<file path="config.mk">
export PLATFORM = sky130hd
export DESIGN_NAME = adder_tree_accum
export DESIGN_NICKNAME = d
export VERILOG_FILES = /design/src/rtl/adder_tree_accum.sv
export SDC_FILE = /design/constraint.sdc
export NUM_CORES = 1
export LEC_CHECK = 0
export BUFFER_PORTS_ARGS = -buffer_cell sky130_fd_sc_hd__buf_2
export CAP_MARGIN = 25
export CORE_UTILIZATION = 26
export DETAILED_ROUTE_END_ITERATION = 10
export GPL_ROUTABILITY_DRIVEN = 1
export PLACE_DENSITY = 0.53
export SLEW_MARGIN = 25
export SYNTH_ARGS = -nofsm -noshare
export SYNTH_HDL_FRONTEND = slang
export SYNTH_SLANG_ARGS = --single-unit
</file>
<file path="constraint.sdc">
create_clock -name clk -period 2.9 [get_ports clk]
set_input_delay 0.435 -clock clk [delete_from_list [all_inputs] [get_ports clk]]
set_output_delay 0.435 -clock clk [all_outputs]
set_load 0.02 [all_outputs]
</file>
<file path="src/rtl/adder_tree_accum.sv">
// Windowed accumulator behind the registered adder-tree sum: adds ACC_COUNT samples and
// presents each total on a valid/ready register. Define ADDER_ACC_SAT_EN for saturating adds.
module adder_tree_accum #(
    parameter int unsigned ADDER_WIDTH = 8,
    parameter int unsigned ACC_COUNT   = 4,
    parameter int unsigned ACC_WIDTH   = 11
) (
    input  logic                   clk,
    input  logic                   rst_n,
    input  logic                   clear,
    input  logic                   in_valid,
    input  logic [ADDER_WIDTH:0]   in_sum,
    output logic                   in_ready,
    output logic                   out_valid,
    input  logic                   out_ready,
    output logic [ACC_WIDTH-1:0]   out_acc,
    output logic                   out_sat
);

    localparam int unsigned CNT_W = (ACC_COUNT > 1) ? $clog2(ACC_COUNT) : 1;
    localparam logic [CNT_W-1:0] CNT_LAST = CNT_W'(ACC_COUNT - 1);

    logic [ACC_WIDTH-1:0] acc_q, acc_d;
    logic [CNT_W-1:0]     cnt_q, cnt_d;
    logic                 out_valid_q, out_valid_d;
    logic [ACC_WIDTH-1:0] out_acc_q, out_acc_d;

    logic [ACC_WIDTH-1:0] in_ext;
    logic [ACC_WIDTH-1:0] add_res;
    logic                 last_c;
    logic                 accept_c;

    assign in_ext   = ACC_WIDTH'(in_sum);
    assign last_c   = (cnt_q == CNT_LAST);
    // Only the final sample of a window can stall, and only while the old total is unconsumed
    assign in_ready = !(last_c && out_valid_q && !out_ready);
    assign accept_c = in_valid && in_ready;

`ifdef ADDER_ACC_SAT_EN
    logic                 sat_q, sat_d;
    logic                 out_sat_q, out_sat_d;
    logic [ACC_WIDTH:0]   sum_full;
    logic                 clamp_c;

    assign sum_full = {1'b0, acc_q} + {1'b0, in_ext};
    assign clamp_c  = sum_full[ACC_WIDTH];
    assign add_res  = clamp_c ? {ACC_WIDTH{1'b1}} : sum_full[ACC_WIDTH-1:0];
    assign out_sat  = out_sat_q;
`else
    assign add_res  = acc_q + in_ext;
    assign out_sat  = 1'b0;
`endif

    assign out_valid = out_valid_q;
    assign out_acc   = out_acc_q;

    // Next-state: output handshake first, then clear/accept may override
    always_comb begin
        acc_d       = acc_q;
        cnt_d       = cnt_q;
        out_valid_d = out_valid_q;
        out_acc_d   = out_acc_q;
`ifdef ADDER_ACC_SAT_EN
        sat_d       = sat_q;
        out_sat_d   = out_sat_q;
`endif
        if (out_valid_q && out_ready) begin
            out_valid_d = 1'b0;
        end
        if (clear) begin
            acc_d = '0;
            cnt_d = '0;
`ifdef ADDER_ACC_SAT_EN
            sat_d = 1'b0;
`endif
            if (accept_c) begin
                acc_d = in_ext;
                cnt_d = CNT_W'(1);
            end
        end else if (accept_c) begin
            if (last_c) begin
                out_valid_d = 1'b1;
                out_acc_d   = add_res;
                acc_d       = '0;
                cnt_d       = '0;
`ifdef ADDER_ACC_SAT_EN
                out_sat_d   = sat_q || clamp_c;
                sat_d       = 1'b0;
`endif
            end else begin
                acc_d = add_res;
                cnt_d = cnt_q + CNT_W'(1);
`ifdef ADDER_ACC_SAT_EN
                sat_d = sat_q || clamp_c;
`endif
            end
        end
    end

    always_ff @(posedge clk or negedge rst_n) begin
        if (!rst_n) begin
            acc_q       <= '0;
            cnt_q       <= '0;
            out_valid_q <= 1'b0;
            out_acc_q   <= '0;
        end else begin
            acc_q       <= acc_d;
            cnt_q       <= cnt_d;
            out_valid_q <= out_valid_d;
            out_acc_q   <= out_acc_d;
        end
    end

`ifdef ADDER_ACC_SAT_EN
    always_ff @(posedge clk or negedge rst_n) begin
        if (!rst_n) begin
            sat_q     <= 1'b0;
            out_sat_q <= 1'b0;
        end else begin
            sat_q     <= sat_d;
            out_sat_q <= out_sat_d;
        end
    end
`endif

endmodule

</file>
==> flow_summary.toml <==
[clock_network]
cts_resized = 0
worst_skew_pair.late_latency_ps = 280
cts_tree = "yes"
cts_root_buf = "clkbuf_8"
htreeDepth = 1
cts_hold_buf = 0
clockBufferDepth = 2
clkSinkCount = 25
cts_setup_buffers = 0
clk_pin_slew_ps = 100
cts-buffers-inserted = 3

[grt]
grt_max_degree = 26
grtUsageMet3_pct = 3.31
grt_overflow = 0
busiest_layer = "met2"
grt_pass1_vias = 1260
track_usage_pct = 13.0
grtUsageMet2_pct = 20.4
grt_pass1_wl_mm = 6.22
antenna_found_initial = 0
grt_use_met1_pct = 17.8

[finish]
num_antenna_cells = 0
syn_to_final_growth_pct = 14.4
drive_gt1_share_pct = 23.2
nets = 216
nFillCells = 606
final_area_um2 = 1800

[detailed_routing]
ant_nets = 0
dr.pass1.iters = 4
routedWlPerCell_um = 14.4
vias_per_cell = 4.77
drc = 0
wirelength_mm = 3.77
via_count = 1249
drt-initial-drc-count = 70

[setup_path]
slowest_delay_ps = 380
critPathMostFrequentCell = "a21oi_1"
start_kind = "flip-flop"
cp.required_ps = 3030
worstSetupPathType = "reg -> reg"
arrival_ps = 2290
critPathBufInv = 1
crit_chain = "ha_1 -> inv_1 -> fa_1 -> nand2b_1 -> a21oi_1 -> a21oi_1 -> a211oi_1 -> o21ai_0"
reg2reg_from = "acc_q[0]"
end_kind = "flip-flop"
startpoint = "acc_q[0]"
crit_slowest_cell = "fa_1"
r2r_slack_ps = 740
cpLargestDelayFamily = "compound AO/OA/AOI/OAI gates"
critPathMaxFanout = 3

[power]
power_density_nw_per_um2 = 664
clkPwrFrac_pct = 18.3
p_comb_share_pct = 41.5
vdd_drop_max_v = 0.000234
p_int_uw = 725
seq_power_share_pct = 40.2
power_switching_uw = 472
cellLeakagePower_uw = 0.000871
p_sw_share_pct = 39.4

[synthesis]
synth-main-ff-cell = "dfrtp_1"
yosysMostFrequentCell = "dfrtp_1"
synth.cell_area_um2 = 1580
synth-seq-area-share_pct = 39.7
syn-num-nets = 193
syn_inst = 168
synth-async-reset-ratio_pct = 100
synth_top_area_share_pct = 39.7
ys_warn_count = 0
postSynthAreaPerCell_um2 = 9.38
synthTopCellsByArea = "dfrtp_1 40%, ha_1 7.9%, o21ai_0 4.1%"
synth_edf_count = 0
synth_common_cells = "25 x dfrtp_1, 17 x nand2_1, 13 x o21ai_0"
ys_types = 41
ys_seq_elements = 25
synth_top_area_cell = "dfrtp_1"

[hold_path]
hp-class = "in -> async"

[placed_design]
port_buffers = 26
place.gp.congestion = 0.800
dp_hpwl_mm = 2.75
dpl-instance-area_um2 = 1760

[sta]
finalClockSkew_ps = 3.98
slew_headroom_pct = 51.7
finalSetupTns_ps = 0
drv_slew = 0
rsz0062_at_grt = "false"
fin_crit_sh_pct = 74.5
finalSetupViolCount = 0
tightest_slew_ps = 724
layout_min_cycle_time_ps = 2160
finalHoldViolCount = 0
max_clock_freq_mhz = 463

[floorplanning]
std_cell_rows = 27
chipHeight_um = 79.9
initial_core_util_pct = 27.8
die_area_um2 = 6380
core_um2 = 5680
die_w_um = 79.9
io_pins = 28

[run]
drv_cap = 0

[run_status]
outcome = "complete, no violations"
-- metal layers --
layer | share of wire, % | wire, um
met3 | 7.2 | 271
met5 | 0 | 0
met4 | 0.61 | 23
met2 | 44 | 1640
met1 | 49 | 1830
-- stage by stage --
step                      cells  util [%]  power (uW)  hold slack [ps]  worst slack [ps]
after floorplan             168         -         842              139               801
after global placement      258      31.0         988              463               624
after detailed placement    258      31.0         992              468               582
after CTS                   262      31.8        1210              177               748
after global routing        262      31.8        1290              198               549
final                       262      31.8        1200              158               740
-- cell families (layout without fill, tap and decap cells) --
kind of cell / Yosys count / in the layout / synth area share, %
compound gates: 48 / 48 / 19.9
fa+ha+maj: 11 / 11 / 9.21
flops: 25 / 25 / 39.7
other cells: 1 / 1 / 0.238
mux: 4 / 4 / 2.86
xor+xnor: 8 / 8 / 4.44
simple gates: 55 / 55 / 19.0
buf+inv: 16 / 38 / 4.68
-- power by group through the flow --
stage | clock [uW] | combinational, uW | sequential (uW)
6_report | 219 | 498 | 481
5_1_grt | 237 | 557 | 495
4_1_cts | 230 | 501 | 484
3_5_place_dp | 0 | 501 | 491
3_3_place_gp | 0 | 499 | 489
2_1_floorplan | 0 | 282 | 559
-- cell usage in the layout (no fill, tap or decap), types with 3 or more instances in the layout --
| cell | instances |
|---|---|
| ha_1 | 10 |
| o21ai_0 | 13 |
| mux2_2 | 4 |
| o211ai_1 | 4 |
| clkbuf_8 | 3 |
| nor3_1 | 3 |
| nand3b_1 | 5 |
| o21ai_1 | 5 |
| buf_2 | 26 |
| xor2_1 | 5 |
| xnor2_1 | 3 |
| inv_1 | 7 |
| nand3_1 | 12 |
| nor2_1 | 5 |
| nand2_1 | 17 |
| nand2b_1 | 3 |
| a21oi_1 | 11 |
| dfrtp_1 | 25 |
| a21o_1 | 4 |
-- worst paths after layout --
| path | to | cells past startpoint |
|---|---|---|
| min in group clk | acc_q[0] | 3 |
| hold reg to reg | out_acc[3] | 2 |
| max in group asynchronous | acc_q[9] | 1 |
| setup reg to reg | out_acc[8] | 8 |
| hold / removal | acc_q[0] | 1 |
| setup / recovery | out_acc[8] | 8 |
-- registers in the layout, summed over array words and instances, names as in the netlist --
name	flops
acc_q	11
out_valid	1
cnt_q	2
out_acc	11
-- cell type report --
type	count	area (um^2)	area share, %
Inverter	7	26.3	1.46
Sequential cell	25	626	34.7
Multi-Input combinational cell	127	877	48.6
Timing Repair Buffer	27	138	7.63
Tap cell	72	90.1	5.00
Clock buffer	3	41.3	2.29
Clock inverter	1	5.00	0.278
Power figures use the tool's default switching activity.
